===== config.mk =====
export PLATFORM = sky130hd
export DESIGN_NAME = reg_bank_arbiter_flat
export DESIGN_NICKNAME = d
export VERILOG_FILES = /design/src/rtl/reg_bank_pkg.sv /design/src/rtl/reg_bank_arbiter_if.sv /design/src/rtl/reg_bank_arbiter_rr.sv /design/src/rtl/reg_bank_arbiter.sv /design/src/flat_wrapper.sv
export SDC_FILE = /design/constraint.sdc
export NUM_CORES = 1
export LEC_CHECK = 0
export BUFFER_PORTS_ARGS = -buffer_cell sky130_fd_sc_hd__buf_2
export CAP_MARGIN = 0
export CORE_AREA = 2 2 49 51
export CTS_CLUSTER_DIAMETER = 50
export DETAILED_ROUTE_END_ITERATION = 8
export DIE_AREA = 0 0 51 53
export PLACE_DENSITY = 0.77
export SLEW_MARGIN = 20
export SYNTH_ARGS = -nofsm -noshare
export SYNTH_HDL_FRONTEND = slang
export SYNTH_SLANG_ARGS = --single-unit

===== constraint.sdc =====
create_clock -name clk -period 1.2 [get_ports clk]
set_input_delay 0.12 -clock clk [delete_from_list [all_inputs] [get_ports clk]]
set_output_delay 0.12 -clock clk [all_outputs]
set_load 0.03 [all_outputs]

===== src/rtl/reg_bank_pkg.sv =====
// Shared definitions for the register bank, its increment/clear arbiter and the VGA reader.
package reg_bank_pkg;

    localparam int BIT_ADDR_DEF = 4;
    localparam int BIT_DATO_DEF = 3;

    typedef enum logic [1:0] {
        ST_IDLE  = 2'd0,
        ST_RD    = 2'd1,
        ST_WR    = 2'd2,
        ST_CLEAR = 2'd3
    } state_t;

    typedef enum logic {
        REQ_A = 1'b0,
        REQ_B = 1'b1
    } req_id_t;

endpackage


===== src/rtl/reg_bank_arbiter_if.sv =====
// Requester and bank-port signal bundle of the register bank arbiter.
// slave is the arbiter's view; master is the requester/bank environment's view.
interface reg_bank_arbiter_if import reg_bank_pkg::*; #(
    parameter int BIT_ADDR = BIT_ADDR_DEF,
    parameter int BIT_DATO = BIT_DATO_DEF
) ();

    logic                req_a;
    logic [BIT_ADDR-1:0] addr_a;
    logic                ack_a;
    logic                req_b;
    logic [BIT_ADDR-1:0] addr_b;
    logic                ack_b;
    logic                clr_req;
    logic                clr_done;
    logic                busy;
    logic [BIT_ADDR-1:0] bank_raddr;
    logic [BIT_DATO-1:0] bank_rdata;
    logic                bank_we;
    logic [BIT_ADDR-1:0] bank_waddr;
    logic [BIT_DATO-1:0] bank_wdata;

    modport slave (
        input  req_a, addr_a, req_b, addr_b, clr_req, bank_rdata,
        output ack_a, ack_b, clr_done, busy,
               bank_raddr, bank_we, bank_waddr, bank_wdata
    );

    modport master (
        output req_a, addr_a, req_b, addr_b, clr_req, bank_rdata,
        input  ack_a, ack_b, clr_done, busy,
               bank_raddr, bank_we, bank_waddr, bank_wdata
    );

endinterface


===== src/rtl/reg_bank_arbiter_rr.sv =====
// Two-way round-robin picker: combinational one-hot grant; the favour flips only
// when a contended grant is taken (adv_i high with both requests present).
module rr_arbiter2 (
    input  logic       clk,
    input  logic       rst,
    input  logic       req_a_i,
    input  logic       req_b_i,
    input  logic       adv_i,
    output logic [1:0] gnt_o
);

    logic fav_b_q;
    logic fav_b_d;

    // gnt_o[0] selects A, gnt_o[1] selects B
    always_comb begin
        gnt_o = 2'b00;
        if (req_a_i && req_b_i) begin
            gnt_o = fav_b_q ? 2'b10 : 2'b01;
        end else if (req_a_i) begin
            gnt_o = 2'b01;
        end else if (req_b_i) begin
            gnt_o = 2'b10;
        end
    end

    always_comb begin
        fav_b_d = fav_b_q;
        if (adv_i && req_a_i && req_b_i) begin
            fav_b_d = ~fav_b_q;
        end
    end

    always_ff @(posedge clk or negedge rst) begin
        if (!rst) begin
            fav_b_q <= 1'b0;
        end else begin
            fav_b_q <= fav_b_d;
        end
    end

endmodule


===== src/rtl/reg_bank_arbiter.sv =====
// Serialises read-modify-write increments from two requesters and whole-bank clears.
// Increment: ack two cycles after grant; clear: NREG write cycles; requests outside IDLE wait.
module reg_bank_arbiter import reg_bank_pkg::*; #(
    parameter int BIT_ADDR = BIT_ADDR_DEF,
    parameter int BIT_DATO = BIT_DATO_DEF
) (
    input  logic               clk,
    input  logic               rst,
    reg_bank_arbiter_if.slave  bus
);

    localparam logic [BIT_ADDR-1:0] LAST_ADDR = {BIT_ADDR{1'b1}};

    state_t              state_q, state_d;
    req_id_t             id_q, id_d;
    logic [BIT_ADDR-1:0] addr_q, addr_d;
    logic [BIT_ADDR-1:0] cnt_q, cnt_d;
    logic [BIT_DATO-1:0] data_q, data_d;
    logic [1:0]          gnt;
    logic                adv;

    // A pending clear steals the IDLE slot, so the favour must not move then.
    assign adv = (state_q == ST_IDLE) && !bus.clr_req;

    rr_arbiter2 u_rr (
        .clk     (clk),
        .rst     (rst),
        .req_a_i (bus.req_a),
        .req_b_i (bus.req_b),
        .adv_i   (adv),
        .gnt_o   (gnt)
    );

    always_comb begin
        state_d = state_q;
        id_d    = id_q;
        addr_d  = addr_q;
        cnt_d   = cnt_q;
        data_d  = data_q;
        case (state_q)
            ST_IDLE: begin
                if (bus.clr_req) begin
                    state_d = ST_CLEAR;
                    cnt_d   = '0;
                end else if (gnt != 2'b00) begin
                    state_d = ST_RD;
                    id_d    = gnt[1] ? REQ_B : REQ_A;
                    addr_d  = gnt[1] ? bus.addr_b : bus.addr_a;
                end
            end
            ST_RD: begin
                data_d  = bus.bank_rdata;
                state_d = ST_WR;
            end
            ST_WR: begin
                state_d = ST_IDLE;
            end
            ST_CLEAR: begin
                cnt_d = cnt_q + 1'b1;
                if (cnt_q == LAST_ADDR) begin
                    state_d = ST_IDLE;
                end
            end
            default: begin
                state_d = ST_IDLE;
            end
        endcase
    end

    // Outputs decode from registered state only, so reset clears them without a clock.
    always_comb begin
        bus.busy       = (state_q != ST_IDLE);
        bus.bank_raddr = '0;
        bus.bank_we    = 1'b0;
        bus.bank_waddr = '0;
        bus.bank_wdata = '0;
        bus.ack_a      = 1'b0;
        bus.ack_b      = 1'b0;
        bus.clr_done   = 1'b0;
        case (state_q)
            ST_RD: begin
                bus.bank_raddr = addr_q;
            end
            ST_WR: begin
                bus.bank_we    = 1'b1;
                bus.bank_waddr = addr_q;
                bus.bank_wdata = data_q + 1'b1;
                bus.ack_a      = (id_q == REQ_A);
                bus.ack_b      = (id_q == REQ_B);
            end
            ST_CLEAR: begin
                bus.bank_we    = 1'b1;
                bus.bank_waddr = cnt_q;
                bus.clr_done   = (cnt_q == LAST_ADDR);
            end
            default: begin
            end
        endcase
    end

    always_ff @(posedge clk or negedge rst) begin
        if (!rst) begin
            state_q <= ST_IDLE;
            id_q    <= REQ_A;
            addr_q  <= '0;
            cnt_q   <= '0;
            data_q  <= '0;
        end else begin
            state_q <= state_d;
            id_q    <= id_d;
            addr_q  <= addr_d;
            cnt_q   <= cnt_d;
            data_q  <= data_d;
        end
    end

endmodule


===== src/flat_wrapper.sv =====
// flat-port wrapper written by rule: the top's interface ports become plain ports
module reg_bank_arbiter_flat import reg_bank_pkg::*;
#(
    parameter int BIT_ADDR = BIT_ADDR_DEF,
    parameter int BIT_DATO = BIT_DATO_DEF
)
  (clk, rst, bus_req_a, bus_addr_a, bus_req_b, bus_addr_b, bus_clr_req, bus_bank_rdata, bus_ack_a, bus_ack_b, bus_clr_done, bus_busy, bus_bank_raddr, bus_bank_we, bus_bank_waddr, bus_bank_wdata);
  reg_bank_arbiter_if #(.BIT_ADDR(BIT_ADDR), .BIT_DATO(BIT_DATO)) bus_i ();
  input  logic clk;
  input  logic rst;
  input wire logic [$bits(bus_i.req_a)-1:0] bus_req_a;
  input wire logic [$bits(bus_i.addr_a)-1:0] bus_addr_a;
  input wire logic [$bits(bus_i.req_b)-1:0] bus_req_b;
  input wire logic [$bits(bus_i.addr_b)-1:0] bus_addr_b;
  input wire logic [$bits(bus_i.clr_req)-1:0] bus_clr_req;
  input wire logic [$bits(bus_i.bank_rdata)-1:0] bus_bank_rdata;
  output wire logic [$bits(bus_i.ack_a)-1:0] bus_ack_a;
  output wire logic [$bits(bus_i.ack_b)-1:0] bus_ack_b;
  output wire logic [$bits(bus_i.clr_done)-1:0] bus_clr_done;
  output wire logic [$bits(bus_i.busy)-1:0] bus_busy;
  output wire logic [$bits(bus_i.bank_raddr)-1:0] bus_bank_raddr;
  output wire logic [$bits(bus_i.bank_we)-1:0] bus_bank_we;
  output wire logic [$bits(bus_i.bank_waddr)-1:0] bus_bank_waddr;
  output wire logic [$bits(bus_i.bank_wdata)-1:0] bus_bank_wdata;
  assign bus_i.req_a = bus_req_a;
  assign bus_i.addr_a = bus_addr_a;
  assign bus_i.req_b = bus_req_b;
  assign bus_i.addr_b = bus_addr_b;
  assign bus_i.clr_req = bus_clr_req;
  assign bus_i.bank_rdata = bus_bank_rdata;
  assign bus_ack_a = bus_i.ack_a;
  assign bus_ack_b = bus_i.ack_b;
  assign bus_clr_done = bus_i.clr_done;
  assign bus_busy = bus_i.busy;
  assign bus_bank_raddr = bus_i.bank_raddr;
  assign bus_bank_we = bus_i.bank_we;
  assign bus_bank_waddr = bus_i.bank_waddr;
  assign bus_bank_wdata = bus_i.bank_wdata;
  reg_bank_arbiter #(.BIT_ADDR(BIT_ADDR), .BIT_DATO(BIT_DATO)) u_core (.clk(clk), .rst(rst), .bus(bus_i));
endmodule

After elaboration in Yosys (flattened, before gate mapping). Cells that the tools add are included.

Multipliers: 0. Magnitude comparators: 0. Reduce and logical (&&, ||, !) cells: 13. Div/mod/pow operators: 0. Shifts and indexed selects: 0. Bitwise operators: 3. Equal/unequal tests: 7. Add/sub/neg operators: 2. Mux-type cells: 19.

Operators by type and width (count): $pmux W4 S2 (2); $mux W2 (7); $mux W4 (3); $pmux W2 S4 (1); $reduce_bool A2 Y1 (3); $mux W1 (5); $add A4 B1 Y4 const B (1); $eq A2 B2 Y1 const B (2); $eq A4 B4 Y1 const B (1); $logic_and A1 B1 Y1 (4); $reduce_and A2 Y1 (2); $add A3 B1 Y3 const B (1); $mux W3 (1); $ne A3 B3 Y1 const B (1); $not A1 Y1 (3); $reduce_and A3 Y1 (1); $eq A2 B1 Y1 const B (1); $logic_not A2 Y1 (1); $ne A2 B1 Y1 const B (1); $ne A2 B2 Y1 const B (1); $reduce_or A2 Y1 (1); $logic_not A1 Y1 (1).

Memories: 0. Flip-flop bits (word level): 15. Bits in read-only memories: 0. Memory bits (writable): 0. Word-level logic and storage cells: 50. Latch bits: 0. Input bits: 16. Output and inout bits: 16.

Depth between registers and ports, before layout.
Word-level depth: 7. Mapped depth: 5. Mapped depth without buffers: 4.

Modules after synthesis. From an unflattened synthesis, not the netlist that was laid out.

Cell total of the unflattened synthesis: 90. Area, all modules: 910.9 um2.

Modules (own cells, without submodules): reg_bank_arbiter (area each 853.3 um2, times used 1, cells each 84, sequential area each 350.3 um2); rr_arbiter2 (area each 57.6 um2, times used 1, cells each 6, sequential area each 25.0 um2).

Worst setup path after synthesis. Ideal clock, no wire load.

Path type: register to output. Start point: register u_core.state_q[0]. End point: output bus_bank_wdata[2]. Data arrival time: 1.242 ns. Buffers on the path: 1. Required time: 1.080 ns. Stages on the path, launching flop included: 4. Slack: -0.162 ns. Path through: dfrtp_1 buf_6 or2b_1 nor2_1.

Cells in the longest elaborated chain, start to end: 2.

RTL lines: start, declared (line reg_bank_arbiter.sv:14) `state_t state_q, state_d;`; start signal, assigned (line reg_bank_arbiter.sv:109) `state_q <= state_d;`; $eq A2 B2 Y1 (line reg_bank_arbiter.sv:80) `case (state_q)`; $mux W3 (line reg_bank_arbiter.sv:80); end, declared (line flat_wrapper.sv:24) `output wire logic [$bits(bus_i.bank_wdata)-1:0] bus_bank_wdata;`.

Every way passes these cells.

Worst setup path in the final report.
Start point: register u_core.state_q[0]. End point: output bus_bank_waddr[0].

Cells in the longest elaborated chain, start to end: 2. Elaborated cells between the ends (all ways): 3. Classes of those cells: 2 x eq/ne; 1 x mux.

RTL lines: $eq A2 B2 Y1 (line reg_bank_arbiter.sv:80); $pmux W4 S2 * (line reg_bank_arbiter.sv:80); end, declared (line flat_wrapper.sv:23) `output wire logic [$bits(bus_i.bank_waddr)-1:0] bus_bank_waddr;`.

Every way passes the cells marked *; elsewhere a longest branch is shown, timed or not.

==> metrics.cfg <==
[final_layout]
final_cell_mix=buf_6 (20), buf_2 (15), dfrtp_1 (15)
fin_util_pct=73.7
nFillCells=148
area_growth_pct=74.7
multi_input_area_um2=682
nets=157
final_common_cell=buf_6
antenna_cells=0
register_area_um2=375
drive_gt1_share_pct=65.9

[power]
power_density_nw_per_um2=3220
comb_power_share_pct=73.8
ir_worst_vdd_mv=2.04
p_total_mw=5.09
p_switching_mw=2.26
p_leak_nw=0.694
p_sw_share_pct=44.3
clock_power_share_pct=5.6
power_frac_seq_pct=20.6
p_int_mw=2.83

[sta]
slew_violations=0
fmax_mhz=682
slew_headroom_pct=76.6
setup_viol=27
final_hold_viol_count=0
skew_ns=0.00378
period_share_pct=122
rsz0062_at_grt=yes
timing.hold.ws_ns=0.0785
post-route-min-period_ns=1.47
finalWorstSetupSlack_ns=-0.266
tightest_slew_ns=0.350

[synthesis]
synth_seq_cells=15
syn-instance-count=90
async_flop_share_pct=100
yosysUniqueCellTypes=32
synth-main-ff-cell=dfrtp_1
synth_edf_count=0
synthesis.nets=108
syn_avg_cell_area_um2=10.1
ys_seq_area_share_pct=41.4
ys_warn_count=0
synth_area_um2=906

[drt]
drt_first_pass_iters=4
vias=898
drc=0
wl_um=2730
via_per_inst=5.41
dr.first_iter.drc_count=18
routedWlPerCell_um=16.4
ant_nets=0

[die]
fp.coreArea_um2=2150
dieArea_um2=2700
num_rows=17
chipHeight_um=53
die_w_um=51
initial_core_util_pct=42.2
num_io_pins=32

[setup_path]
crit_top_cell=buf_6
crit_fanout=8
cp_slowest_stage_delay_ns=0.43
crit_chain=buf_6 > mux2i_4 > nor2b_2 > buf_6
r2r_setup_slack_ns=-0.14
critPathCaptureType=primary output
cp.arrival_ns=1.35
crit_type=reg2out
slowest_stage=dfrtp_1
cp.required_ns=1.08
start_kind=flip-flop

[clock_tree]
cts_tree=yes
clkSlewWorstSetupHoldPaths_ns=0.08
clk_latency_ns=0.27
clock-sinks=15
numCtsBuffers=3
h-tree-depth=1
clockBufferDepth=2
clockRootBuffer=clkbuf_4

[status]
status=finished with violations
violations=negative setup slack

[grt]
grtUsageTotal_pct=21.6
grt_pass1_wl_um=4240
grt.overflow.total=0
antenna_found_initial=0
grt_pass1_vias=906
grt_max_degree=16

[placed_design]
io_buffers=31
hpwl_um=1560
gp_congestion=0.825
pre_cts_slack_ns=-0.0791

[run]
drv_cap=0

[worst_hold_path]
min_path_type=in2reg

## routing by layer
metal  routed length [um]  track usage (%)
met1                 1080             24.5
met2                 1500             39.8
met3                  127             3.95
met4                   17             8.56
met5                    0                0
## repair_timing
action,CTS,global route
setup buffers,8,2
cloned,1,0
hold buffers,1,0
endpoints found under the hold margin,15,0
pin swaps,10,3
resized for setup,62,11
endpoints found under the setup margin,22,30
## stage by stage
| step | TNS, ns | std cells | instance area [um2] |
|---|---|---|---|
| 3_3_place_gp | -0.00516 | 151 | 1150 |
| 5_1_grt | -5.93 | 166 | 1580 |
| 2_1_floorplan | -0.341 | 90 | 931 |
| 6_report | -4.42 | 166 | 1580 |
| 4_1_cts | -4.32 | 165 | 1520 |
| 3_5_place_dp | -0.262 | 151 | 1150 |
## registers in the layout (all words and copies together), names as in the netlist
signal	cells
u_core.data_q	3
u_core.cnt_q	4
u_core.u_rr.fav_b_q	1
u_core.addr_q	4
u_core.state_q	2
u_core.id_q	1
## power by group through the flow
stage	logic (mW)	clock network, mW	registers, mW
2_1_floorplan	1.71	0	0.926
3_3_place_gp	2.21	0	0.967
3_5_place_dp	2.27	0	0.973
4_1_cts	3.53	0.289	1.01
5_1_grt	3.96	0.318	1.08
6_report	3.76	0.283	1.05
## cell families after synthesis
| kind of cell | count (synthesis) | share of synthesized area [%] |
|---|---|---|
| and+or+nand+nor | 33 | 21.1 |
| buffers and inverters | 8 | 5.39 |
| xor gates and xnor gates | 2 | 1.93 |
| adders and majority gates | 2 | 2.76 |
| DFF | 15 | 41.4 |
| muxes | 7 | 8.15 |
| AOI/OAI and AO/OA | 23 | 19.2 |
## worst max-delay path, delay by kind of cell, from the launching register on
kind / cells / cell delay [ns]
flip-flops: 1 / 0.43
multiplexers: 1 / 0.19
buffers and inverters: 2 / 0.31
AND/OR/NAND/NOR: 1 / 0.14
## Yosys cell counts, drive strengths merged, types with 2 or more instances
| master | count | area share, % |
|---|---|---|
| dfrtp | 15 | 41 |
| nor2 | 10 | 4.1 |
| a21oi | 7 | 3.9 |
| and2 | 5 | 3.5 |
| nor2b | 5 | 3.5 |
| a2bb2oi | 4 | 3.9 |
| mux2i | 4 | 4.4 |
| o32ai | 4 | 3.9 |
| buf | 3 | 3.3 |
| inv | 3 | 1.2 |
| mux2 | 3 | 3.7 |
| nand3 | 3 | 1.7 |
| a311oi | 2 | 1.9 |
| clkbuf | 2 | 0.83 |
| ha | 2 | 2.8 |
| nand2 | 2 | 0.83 |
| nor3 | 2 | 2.3 |
| or2b | 2 | 2.1 |
| xnor2 | 2 | 1.9 |
## final timing paths
kind | to | from | cells after the start
min in group asynchronous | u_core.data_q[2] | rst | 2
worst min-delay path | u_core.data_q[1] | bus_bank_rdata[1] | 2
worst max-delay path | bus_bank_waddr[0] | u_core.state_q[0] | 4
max in group asynchronous | u_core.addr_q[1] | rst | 2
worst max register to register | u_core.addr_q[2] | u_core.state_q[1] | 5
worst min register to register | u_core.u_rr.fav_b_q | u_core.u_rr.fav_b_q | 1
## cell type report
cell class | instances | area share (%)
multi-input cells | 67 | 43.1
repair buffers | 49 | 28.6
flip-flops and latches | 15 | 23.7
well taps | 28 | 2.21
clock buffers | 4 | 1.66
inverters | 3 | 0.711
Note: power is estimated with default switching activity, not from simulation.
